===== config.mk =====
export PLATFORM = sky130hd
export DESIGN_NAME = rf_wport_arbiter
export DESIGN_NICKNAME = d
export VERILOG_FILES = /design/src/rtl/rf_wport_arbiter_pkg.sv /design/src/rtl/rf_wport_starve_ctr.sv /design/src/rtl/rf_wport_arbiter.sv
export SDC_FILE = /design/constraint.sdc
export NUM_CORES = 1
export LEC_CHECK = 0
export BUFFER_PORTS_ARGS = -buffer_cell sky130_fd_sc_hd__clkbuf_2
export CAP_MARGIN = 10
export CORE_AREA = 2 2 63 125
export DETAILED_ROUTE_END_ITERATION = 10
export DIE_AREA = 0 0 65 127
export GPL_ROUTABILITY_DRIVEN = 0
export PLACE_DENSITY = 0.79
export SLEW_MARGIN = 10
export SYNTH_ARGS = -nofsm -noshare
export SYNTH_HDL_FRONTEND = slang
export SYNTH_SLANG_ARGS = --single-unit

===== constraint.sdc =====
create_clock -name clk -period 3.4 [get_ports clk]
set_input_delay 0.68 -clock clk [delete_from_list [all_inputs] [get_ports clk]]
set_output_delay 0.68 -clock clk [all_outputs]
set_load 0.02 [all_outputs]

===== src/rtl/rf_wport_arbiter_pkg.sv =====
// Shared encodings and widths for the GPR write-port arbiter.
// Optional starvation guard is enabled with RF_WPORT_STARVE_GUARD_EN.
package rf_wport_arbiter_pkg;

  localparam int GPR_AW = 5;
  localparam int GPR_DW = 32;

  localparam logic [GPR_AW-1:0] REG_ZERO = 5'd0;

  typedef enum logic [1:0] {
    ST_EMPTY = 2'd0,
    ST_HELD  = 2'd1,
    ST_FORCE = 2'd2
  } wport_state_e;

  // $0 is hardwired, so a write to it is never architecturally visible.
  function automatic logic is_gpr_write(input logic [GPR_AW-1:0] rw);
    return rw != REG_ZERO;
  endfunction

endpackage


===== src/rtl/rf_wport_starve_ctr.sv =====
// Counts consecutive cycles a buffered result is passed over and flags the
// cycle on which the wait reaches STARVE_LIMIT. Used with RF_WPORT_STARVE_GUARD_EN.
module rf_wport_starve_ctr #(
  parameter int STARVE_LIMIT = 8
) (
  input  logic clk,
  input  logic resetn,
  input  logic inc,
  output logic hit
);

  logic [7:0] cnt_q;
  logic [7:0] cnt_d;

  always_comb begin
    cnt_d = inc ? cnt_q + 8'd1 : 8'd0;
    hit   = inc && (cnt_q + 8'd1 == 8'(STARVE_LIMIT));
  end

  always_ff @(posedge clk or negedge resetn) begin
    if (!resetn) cnt_q <= 8'd0;
    else         cnt_q <= cnt_d;
  end

endmodule


===== src/rtl/rf_wport_arbiter.sv =====
// Single GPR write port shared by WB and the long-latency result channel,
// with a one-entry skid buffer. Macro RF_WPORT_STARVE_GUARD_EN adds forced drains.
module rf_wport_arbiter
  import rf_wport_arbiter_pkg::*;
#(
  parameter int STARVE_LIMIT = 8
) (
  input  logic              clk,
  input  logic              resetn,
  input  logic              wb_valid,
  input  logic              wb_we,
  input  logic [GPR_AW-1:0] wb_rw,
  input  logic [GPR_DW-1:0] wb_data,
  input  logic              lu_valid,
  input  logic [GPR_AW-1:0] lu_rw,
  input  logic [GPR_DW-1:0] lu_data,
  output logic              lu_ready,
  output logic              wb_stall,
  output logic              rf_we,
  output logic [GPR_AW-1:0] rf_waddr,
  output logic [GPR_DW-1:0] rf_wdata
);

  wport_state_e      state_q, state_d;
  logic [GPR_AW-1:0] buf_rw_q, buf_rw_d;
  logic [GPR_DW-1:0] buf_data_q, buf_data_d;
  logic              rf_we_q, rf_we_d;
  logic [GPR_AW-1:0] rf_waddr_q, rf_waddr_d;
  logic [GPR_DW-1:0] rf_wdata_q, rf_wdata_d;

  logic wb_wr;
  logic lu_acc;
  logic lu_keep;

  assign lu_ready = (state_q == ST_EMPTY);

`ifdef RF_WPORT_STARVE_GUARD_EN
  logic starve_inc;
  logic starve_hit;

  assign wb_stall = (state_q == ST_FORCE);
  // A HELD cycle that loses the port to a non-squashing WB write counts as waiting.
  assign starve_inc = (state_q == ST_HELD) && wb_wr && (wb_rw != buf_rw_q);

  rf_wport_starve_ctr #(
    .STARVE_LIMIT(STARVE_LIMIT)
  ) u_starve_ctr (
    .clk    (clk),
    .resetn (resetn),
    .inc    (starve_inc),
    .hit    (starve_hit)
  );
`else
  assign wb_stall = 1'b0;
`endif

  assign wb_wr   = wb_valid && wb_we && is_gpr_write(wb_rw) && !wb_stall;
  assign lu_acc  = lu_valid && lu_ready;
  assign lu_keep = lu_acc && is_gpr_write(lu_rw);

  always_comb begin
    state_d    = state_q;
    buf_rw_d   = buf_rw_q;
    buf_data_d = buf_data_q;
    rf_we_d    = 1'b0;
    rf_waddr_d = rf_waddr_q;
    rf_wdata_d = rf_wdata_q;

    case (state_q)
      ST_EMPTY: begin
        if (wb_wr) begin
          rf_we_d    = 1'b1;
          rf_waddr_d = wb_rw;
          rf_wdata_d = wb_data;
          // Same destination: the younger WB write makes the LU result dead.
          if (lu_keep && (lu_rw != wb_rw)) begin
            buf_rw_d   = lu_rw;
            buf_data_d = lu_data;
            state_d    = ST_HELD;
          end
        end else if (lu_keep) begin
          rf_we_d    = 1'b1;
          rf_waddr_d = lu_rw;
          rf_wdata_d = lu_data;
        end
      end

      ST_HELD: begin
        if (wb_wr) begin
          rf_we_d    = 1'b1;
          rf_waddr_d = wb_rw;
          rf_wdata_d = wb_data;
          if (wb_rw == buf_rw_q) begin
            state_d = ST_EMPTY;
          end
`ifdef RF_WPORT_STARVE_GUARD_EN
          else if (starve_hit) begin
            state_d = ST_FORCE;
          end
`endif
        end else begin
          rf_we_d    = 1'b1;
          rf_waddr_d = buf_rw_q;
          rf_wdata_d = buf_data_q;
          state_d    = ST_EMPTY;
        end
      end

      default: begin
        rf_we_d    = 1'b1;
        rf_waddr_d = buf_rw_q;
        rf_wdata_d = buf_data_q;
        state_d    = ST_EMPTY;
      end
    endcase
  end

  always_ff @(posedge clk or negedge resetn) begin
    if (!resetn) begin
      state_q    <= ST_EMPTY;
      rf_we_q    <= 1'b0;
      rf_waddr_q <= REG_ZERO;
      rf_wdata_q <= '0;
    end else begin
      state_q    <= state_d;
      rf_we_q    <= rf_we_d;
      rf_waddr_q <= rf_waddr_d;
      rf_wdata_q <= rf_wdata_d;
    end
  end

  // Buffer contents are only meaningful in HELD/FORCE, so they need no reset.
  always_ff @(posedge clk) begin
    buf_rw_q   <= buf_rw_d;
    buf_data_q <= buf_data_d;
  end

  assign rf_we    = rf_we_q;
  assign rf_waddr = rf_waddr_q;
  assign rf_wdata = rf_wdata_q;

endmodule


==> impl_metrics.csv, run 1 <==
group,metric,value,unit
routing,first_iter_violations,104,
critical_path,reg2reg_depth,2,
routing,via_count,2628,
critical_path,critPathCapture,"rf_wdata[13]",
flow_run,drv_cap,0,
clocking,clock_path_buffers,2,
routing,vias_per_cell,5.45,
synth,synth_fp_nets,350,
place,port_buffers,117,
critical_path,regToRegEndpoint,"rf_wdata[0]",
global_routing,grt_pass1_vias,2782,
pwr,p_total,2.55,mW
routing,wl_per_cell,18.2,um
layout,design_area,4610,sq um
pwr,p_leak,2.00,nW
sta,rsz0062_at_grt,"false",
clocking,htreeDepth,3,
synth,synth_area_leaders,"edfxtp_1 30%, dfrtp_1 27%, mux2i_1 10%",
die,io_pins,119,
layout,area_growth_syn_to_layout,26.6,%
critical_path,rr_startpoint,"state_q[0]",
critical_path,critPathMaxFanout,38,
clocking,ctsHoldBuffers,0,
routing,routed_wl,8780,um
synth,synth_top_area_cell,"edfxtp_1",
synth,synthArstFlopShare,0.513,
critical_path,worstPathArrival,2.54,ns
clocking,cts_setup_buffers,0,
routing,dr_wl_met2,4860,um
sta,fin_crit_sh,0.685,
die,dieArea,8260,sq um
sta,holdWs,0.507,ns
routing,top_layer,"met4",
clocking,clk_latency,0.33,ns
synth,ys_types,28,
clocking,path_clk_slew,0.06,ns
routing,drc,0,
layout,drive_gt1_frac,0.446,
critical_path,cp-start-kind,"primary input",
sta,setup_viol,0,
synth,ys_seq_elements,76,
global_routing,grt_usage,0.224,
die,fp.dieH,127,um
global_routing,grt_pass1_wl,13800,um
synth,yosysTopAreaCellShare,0.305,
sta,hold_viol_final,0,
layout,fin_util,0.640,
critical_path,startpoint,"lu_rw[1]",
synth,synth_edf_count,37,
die,coreArea,7210,sq um
sta,max_freq,429,MHz
layout,nNetsFinal,464,
clocking,cts-root-buf,"clkbuf_16",
die,die_w,65,um
clocking,cts_tree,"built",
place,post-dp-hpwl,6270,um
routing,drt-met1-wl,3270,um
synth,synthFlopType,"dfrtp_1",
synth,syn_area_per_cell,13.4,sq um
pwr,vdd_ir_drop_max,0.368,mV
sta,tightestPinTransition,1.02,ns
global_routing,overflow,0,
pwr,power_density,552,nW/um^2
clocking,cts-resized-gates,0,
global_routing,grt_max_degree,40,
die,start_util,0.505,
worst_hold_path,hold_class,"reg2reg",
synth,ys_seq_area_frac,0.573,
sta,fin_skew,0.00554,ns
critical_path,r2r_slack,1.38,ns
routing,ant_nets,0,
layout,diodes,0,
critical_path,cp-end-kind,"register",
synth,synth_top_cells_by_count,"39 x dfrtp_1, 37 x edfxtp_1, 37 x mux2i_1, 34 x nor2_1, 32 x a22oi_1",
sta,totalNegativeSetupSlack,0,ns
routing,drt_first_pass_iters,4,
sta,maxSlewViolCount,0,
critical_path,crit_type,"in2reg",
synth,synthCells,271,
die,rows,44,
critical_path,crit_required,3.61,ns
place,placed_cell_area,4320,sq um
routing,wl_met3,417,um
sta,fin_crit,2.33,ns
synth,synth_area,3640,sq um
clocking,cts.sinks,76,
outcome,outcome,"finished, final reports clean",
sta,slew_headroom,0.320,
synth,yosysMostFrequentCell,"dfrtp_1",
synth,synth_warnings,0,
clocking,cts_buffers,9,
global_routing,antenna_found_initial,0,
[routing by layer]
layer	GRT usage	up-vias
met2	0.391	107
met4	0.105	0
met5	0	-
met1	0.252	1275
met3	0.0555	21
li1	-	1225
[per-stage QoR]
| step | cells | worst slack (ns) |
|---|---|---|
| detailed placement | 466 | 0.729 |
| finish | 482 | 1.07 |
| global placement | 466 | 0.785 |
| CTS | 482 | 1.08 |
| floorplan | 271 | 0.116 |
| global route | 482 | 0.976 |
[final cells by class]
type	count	area [sq um]
Clock inverter	2	33.8
Clock buffer	14	264
Tap cell	92	115
Inverter	1	3.75
Fill cell	593	2600
Timing Repair Buffer	122	648
Multi-Input combinational cell	175	1460
Sequential cell	76	2090
[flip-flops by register name, summed over array words and instances, names as in the netlist]
signal / count
rf_waddr: 5
buf_rw_q: 5
buf_data_q: 32
rf_wdata: 32
state_q: 1
rf_we: 1
[power breakdown]
part | leakage [nW] | internal, mW | switching, mW
clock | 0.145 | 0.606 | 0.333
sequential | 0.786 | 1.06 | 0.0603
combinational | 1.07 | 0.227 | 0.262
total | 2.00 | 1.89 | 0.656
[cells in the final DEF, fill, tap and decap left out, types with 2 or more instances in the layout]
| cell type | netlist | routed |
|---|---|---|
| nand3_1 | 3 | 3 |
| buf_12 | 0 | 2 |
| nor2_1 | 34 | 33 |
| mux2_4 | 19 | 19 |
| clkbuf_8 | 0 | 2 |
| clkbuf_16 | 0 | 9 |
| clkbuf_2 | 0 | 117 |
| edfxtp_1 | 37 | 37 |
| o21ai_0 | 5 | 5 |
| buf_4 | 1 | 3 |
| mux2i_1 | 37 | 37 |
| nor3_1 | 2 | 2 |
| nand2_1 | 6 | 6 |
| dfrtp_1 | 39 | 38 |
| a22oi_1 | 32 | 32 |
| clkbuf_1 | 12 | 3 |
| mux2_2 | 18 | 18 |
| xor2_1 | 4 | 4 |
| xnor2_1 | 6 | 6 |
[cell families (layout without fill, tap and decap cells)]
group	Yosys count	after routing	share of synthesized area
DFF	76	76	0.573
and+or+nand+nor	48	48	0.0549
xor gates and xnor gates	10	10	0.0240
buffers and inverters	20	139	0.0285
other	1	1	0.00103
muxes	74	74	0.236
AOI/OAI and AO/OA	42	42	0.0831
[worst max-delay path, stage by stage]
cell,delay [ns]
clkbuf_2,0.12
or4_1,0.53
o21a_1,0.20
or3_4,0.60
mux2_4,0.38
[worst min path at each step]
| stage | start | depth (start not counted) | to | slack (ns) |
|---|---|---|---|---|
| after global placement | rf_wdata[9] | 1 | rf_wdata[9] | 0.49 |
| after floorplan | resetn | 0 | rf_waddr[0] | 0.38 |
| final | rf_wdata[6] | 1 | rf_wdata[6] | 0.51 |
| after detailed placement | rf_wdata[22] | 1 | rf_wdata[22] | 0.50 |
| after CTS | rf_wdata[8] | 1 | rf_wdata[8] | 0.51 |
| after global routing | rf_wdata[6] | 1 | rf_wdata[6] | 0.53 |
Note: power is estimated with default switching activity, not from simulation.
==> run 2, diff against run 1 <==
Settings changed: ABC_AREA set to 1, CORE_AREA 2 2 63 125 to 2 2 65 129, DIE_AREA 0 0 65 127 to 0 0 67 131.
Clock period 3.4 ns to 2.3 ns, I/O delays scaled along.
==> run 2 against run 1 <==
Clock power is 46% higher. Combinational power is 66% higher. Critical path type is now reg2out. First-iteration DRC count grew to 3.4 times the previous value. Critical endpoint is now lu_ready. Global-route usage is 1.8 points higher.
==> impl_metrics.csv, run 2 <==
group,metric,value,unit
pwr,vdd_ir_drop_max,0.524,mV
routing,drt_first_pass_iters,5,
global_routing,antenna_found_initial,0,
layout,nNetsFinal,690,
global_routing,overflow,0,
pwr,power_density,787,nW/um^2
critical_path,startpoint,"state_q[0]",
sta,maxSlewViolCount,0,
sta,holdWs,0.0896,ns
layout,drive_gt1_frac,0.242,
critical_path,reg2reg_depth,6,
place,post-dp-hpwl,6590,um
sta,max_freq,551,MHz
sta,hold_viol_final,0,
sta,rsz0062_at_grt,"false",
synth,ys_seq_area_frac,0.528,
critical_path,cp-end-kind,"output pin",
clocking,path_clk_slew,0.05,ns
synth,synth_top_area_cell,"edfxtp_1",
die,start_util,0.505,
synth,yosysTopAreaCellShare,0.281,
synth,synth_area,3950,sq um
routing,drc,0,
layout,layout_common_cells,"275 x nand2_1, 117 x clkbuf_2, 39 x dfrtp_1",
synth,synthArstFlopShare,0.513,
clocking,clock_path_buffers,2,
die,io_pins,119,
die,die_w,67,um
synth,ys_types,18,
clocking,cts_setup_buffers,0,
place,pre_cts_slack,0.386,ns
place,port_buffers,117,
synth,synth_edf_count,37,
routing,vias_per_cell,5.15,
synth,ys_seq_elements,76,
critical_path,crit_type,"reg2out",
die,coreArea,7830,sq um
critical_path,cp_top_family,"buffers and inverters",
critical_path,critPathCapture,"lu_ready",
layout,design_area,4880,sq um
clocking,cts_tree,"built",
synth,synth_fp_nets,584,
synth,synth_area_leaders,"edfxtp_1 28%, nand2_1 26%, dfrtp_1 25%",
flow_run,drv_cap,0,
global_routing,grt_pass1_wl,16000,um
clocking,ctsHoldBuffers,0,
sta,fin_crit,1.81,ns
critical_path,critPathMaxFanout,20,
clocking,cts.sinks,76,
die,dieArea,8780,sq um
layout,mostFrequentLayoutCell,"nand2_1",
layout,nFillCells,724,
critical_path,worst-path-buf-inv,2,
critical_path,regToRegEndpoint,"buf_data_q[8]",
clocking,cts-root-buf,"clkbuf_16",
global_routing,grt_usage,0.243,
critical_path,cp_slowest_cell,"dfrtp_1",
layout,fin_util,0.623,
critical_path,rr_startpoint,"state_q[0]",
sta,fin_crit_sh,0.789,
sta,fin_skew,0.00690,ns
routing,wl_per_cell,14.0,um
critical_path,crit_required,1.84,ns
synth,synthCells,505,
critical_path,worstPathArrival,1.35,ns
synth,synthFlopType,"dfrtp_1",
place,placed_cell_area,4590,sq um
global_routing,grt_max_degree,77,
critical_path,cpPeakStageDelay,0.43,ns
outcome,outcome,"finished, final reports clean",
clocking,htreeDepth,3,
critical_path,r2r_slack,0.65,ns
clocking,cts-resized-gates,0,
pwr,p_leak,2.66,nW
sta,setup_ws,0.486,ns
routing,routed_wl,9990,um
critical_path,path_cells,"inv_2 > clkbuf_2",
sta,setup_viol,0,
die,fp.dieH,131,um
die,rows,46,
pwr,p_total,3.84,mW
layout,area_growth_syn_to_layout,23.4,%
worst_hold_path,hold_class,"in2async",
global_routing,grt_pass1_vias,3437,
routing,ant_nets,0,
synth,synth_warnings,0,
routing,via_count,3668,
synth,yosysMostFrequentCell,"nand2_1",
clocking,cts_buffers,9,
layout,fin_cells,712,
layout,diodes,0,
sta,totalNegativeSetupSlack,0,ns
critical_path,cp-start-kind,"register",
place,dp.cells,696,
critical_path,cp.depth,2,
synth,synth_top_cells_by_count,"275 x nand2_1, 39 x dfrtp_1, 38 x nand3_1, 37 x edfxtp_1, 37 x nand4_1",
routing,first_iter_violations,358,
clocking,clk_latency,0.34,ns
synth,syn_area_per_cell,7.82,sq um
## run 2: cell types whose count changed in the layout (fill, tap and decap cells not counted), sizes merged, moves of 16 or more
| cell | delta |
|---|---|
| nand2 | +270 |
| mux2 | -37 |
| mux2i | -37 |
| nand3 | +37 |
| nand4 | +37 |
| a22oi | -32 |
| nor2 | -21 |
| inv | +16 |
## run 2: worst min path at each step
stage | slack, ns | end
after CTS | 0.09 | rf_we
after global routing | 0.12 | rf_wdata[20]
final | 0.09 | rf_wdata[21]
after detailed placement | 0.45 | rf_wdata[22]
after global placement | 0.45 | rf_we
after floorplan | 0.16 | rf_waddr[0]
## run 2: layout make-up
| type | instances | area [sq um] | area share |
|---|---|---|---|
| multi-input combinational | 375 | 1580 | 0.325 |
| tap | 96 | 120 | 0.0246 |
| inverter | 17 | 63.8 | 0.0131 |
| clock buffer | 11 | 233 | 0.0477 |
| timing repair buffer | 132 | 736 | 0.151 |
| sequential | 76 | 2090 | 0.428 |
| clock inverter | 5 | 52.6 | 0.0108 |
## run 2: power by group
| part | switching [mW] | internal (mW) |
|---|---|---|
| registers | 0.0843 | 1.57 |
| clock network | 0.532 | 0.834 |
| logic | 0.531 | 0.283 |
## run 2: logic make-up after synthesis
group,share of synthesized area
compound gates,0.00633
buf+inv,0.0706
xor+xnor,0.00665
simple gates,0.387
other cells,0.000949
flops,0.528
## run 2: layer usage
metal / up-vias / part of all wire / GRT usage
li1: 1844 / - / -
met1: 1667 / 0.42 / 0.311
met2: 145 / 0.49 / 0.389
met3: 12 / 0.072 / 0.0557
met4: 0 / 0.019 / 0.104
met5: - / 0 / 0
==> run 3, diff against run 2 <==
Clock period 2.3 ns to 1.7 ns, I/O delays scaled along.
==> run 3 against run 2 <==
Register-to-register slack worse by 0.39 ns. Clock-buffer cell count down 1. Combinational power up 39%. Die area unchanged. Worst setup slack worse by 0.42 ns. Largest cell class unchanged.
==> impl_metrics.csv, run 3 (synthesis results as in run 2) <==
group,metric,value,unit
sta,holdWs,0.197,ns
clocking,cts_tree,"built",
layout,layout_common_cells,"275 x nand2_1, 117 x clkbuf_2, 39 x dfrtp_1",
place,post-dp-hpwl,6990,um
global_routing,grt_max_degree,47,
sta,max_freq,612,MHz
layout,mostFrequentLayoutCell,"nand2_1",
critical_path,regToRegEndpoint,"buf_data_q[22]",
clocking,cts-resized-gates,0,
worst_hold_path,hold_class,"in2reg",
clocking,clk_latency,0.33,ns
pwr,switchingPower,1.56,mW
layout,diodes,0,
layout,area_growth_syn_to_layout,26.8,%
pwr,combPwrFrac,0.210,
worst_hold_path,min_to,"buf_data_q[11]",
pwr,clock_power_share,0.376,
clocking,cts-root-buf,"clkbuf_16",
routing,wl_per_cell,14.2,um
die,fp.dieH,131,um
clocking,path_clk_slew,0.06,ns
sta,fin_crit,1.63,ns
global_routing,antenna_found_initial,0,
global_routing,grt_usage,0.251,
pwr,power.internal,3.84,mW
routing,first_iter_violations,198,
routing,ant_nets,0,
global_routing,overflow,0,
place,placed_cell_area,4680,sq um
pwr,p_leak,2.71,nW
sta,fin_skew,0.00317,ns
clocking,clock_path_buffers,2,
global_routing,grt_pass1_wl,16600,um
clocking,cts_buffers,9,
place,dp.cells,699,
critical_path,r2r_slack,0.26,ns
clocking,cts_setup_buffers,0,
routing,drc,0,
sta,maxSlewViolCount,0,
layout,nFillCells,710,
critical_path,path_cells,"inv_2 > buf_12 > clkbuf_2",
routing,routed_wl,10200,um
critical_path,cp-start-kind,"register",
pwr,p_total,5.40,mW
routing,drt_first_pass_iters,4,
layout,multiInputGateArea,1610,sq um
clocking,ctsHoldBuffers,1,
critical_path,cpPeakStageDelay,0.42,ns
sta,fin_crit_sh,0.962,
clocking,htreeDepth,3,
layout,fin_cells,716,
outcome,outcome,"finished, final reports clean",
sta,totalNegativeSetupSlack,0,ns
flow_run,drv_cap,0,
die,io_pins,119,
critical_path,crit_required,1.36,ns
worst_hold_path,worstHoldStart,"lu_data[11]",
clocking,cts.sinks,76,
pwr,sequentialPowerShare,0.414,
die,die_w,67,um
sta,hold_viol_final,0,
critical_path,cp_slowest_cell,"dfrtp_1",
critical_path,cp-end-kind,"output pin",
die,rows,46,
layout,design_area,5010,sq um
critical_path,worstPathArrival,1.29,ns
global_routing,grt_pass1_vias,3529,
routing,vias_per_cell,5.09,
layout,seqCellArea,2090,sq um
die,start_util,0.505,
pwr,vdd_ir_drop_max,0.747,mV
sta,rsz0062_at_grt,"false",
die,dieArea,8780,sq um
place,port_buffers,117,
sta,setup_viol,0,
layout,nNetsFinal,694,
critical_path,rr_startpoint,"state_q[0]",
critical_path,critPathMaxFanout,18,
pwr,power_density,1080,nW/um^2
layout,drive_gt1_frac,0.252,
die,coreArea,7830,sq um
critical_path,reg2reg_depth,6,
pwr,swShare,0.288,
critical_path,crit_type,"reg2out",
routing,via_count,3642,
worst_hold_path,hold_depth,1,
run 3: cell types whose count changed in the layout (fill, tap and decap cells not counted), sizes merged:
cell         before  now
dlygate4sd3       0    1
clkbuf          128  127
bufinv            1    2
inv              17   16
clkinvlp          0    1
buf              15   18
run 3: per-stage QoR:
stage               setup slack [ns]   util
global route                  0.0162  0.640
global placement               0.161  0.598
CTS                           0.0470  0.640
finish                        0.0652  0.640
detailed placement             0.125  0.598
floorplan                     -0.152      -
run 3: final cells by class:
class	count	area share
well taps	96	0.0240
repair buffers	136	0.161
inverters	17	0.0135
flip-flops and latches	76	0.417
clock buffers	10	0.0477
clock inverters	6	0.0155
multi-input cells	375	0.322
run 3: power by group through the flow:
stage	registers (mW)	logic (mW)	clock network, mW
finish	2.24	1.13	2.03
global route	2.26	1.27	2.13
detailed placement	2.27	1.14	0
CTS	2.24	1.14	2.05
floorplan	2.45	0.508	0
global placement	2.27	1.11	0
run 3: worst max path at each step:
stage	from	end	slack, ns	cells past startpoint
after floorplan	wb_rw[1]	buf_data_q[0]	-0.15	7
after global placement	wb_rw[1]	rf_wdata[17]	0.16	9
after detailed placement	wb_rw[1]	rf_wdata[6]	0.13	9
after CTS	state_q[0]	lu_ready	0.05	3
after global routing	state_q[0]	lu_ready	0.02	3
final	state_q[0]	lu_ready	0.07	3
run 3: routing by layer:
metal	global-route usage	share of wire	up-vias
met4	0.0984	0.015	0
li1	-	-	1846
met1	0.324	0.42	1626
met3	0.0582	0.074	10
met5	0	0	-
met2	0.404	0.49	160
run 3: critical path, delay by kind of cell, from the launching register on:
family | cells | cell delay (ns)
buffers and inverters | 3 | 0.53
DFF | 1 | 0.42
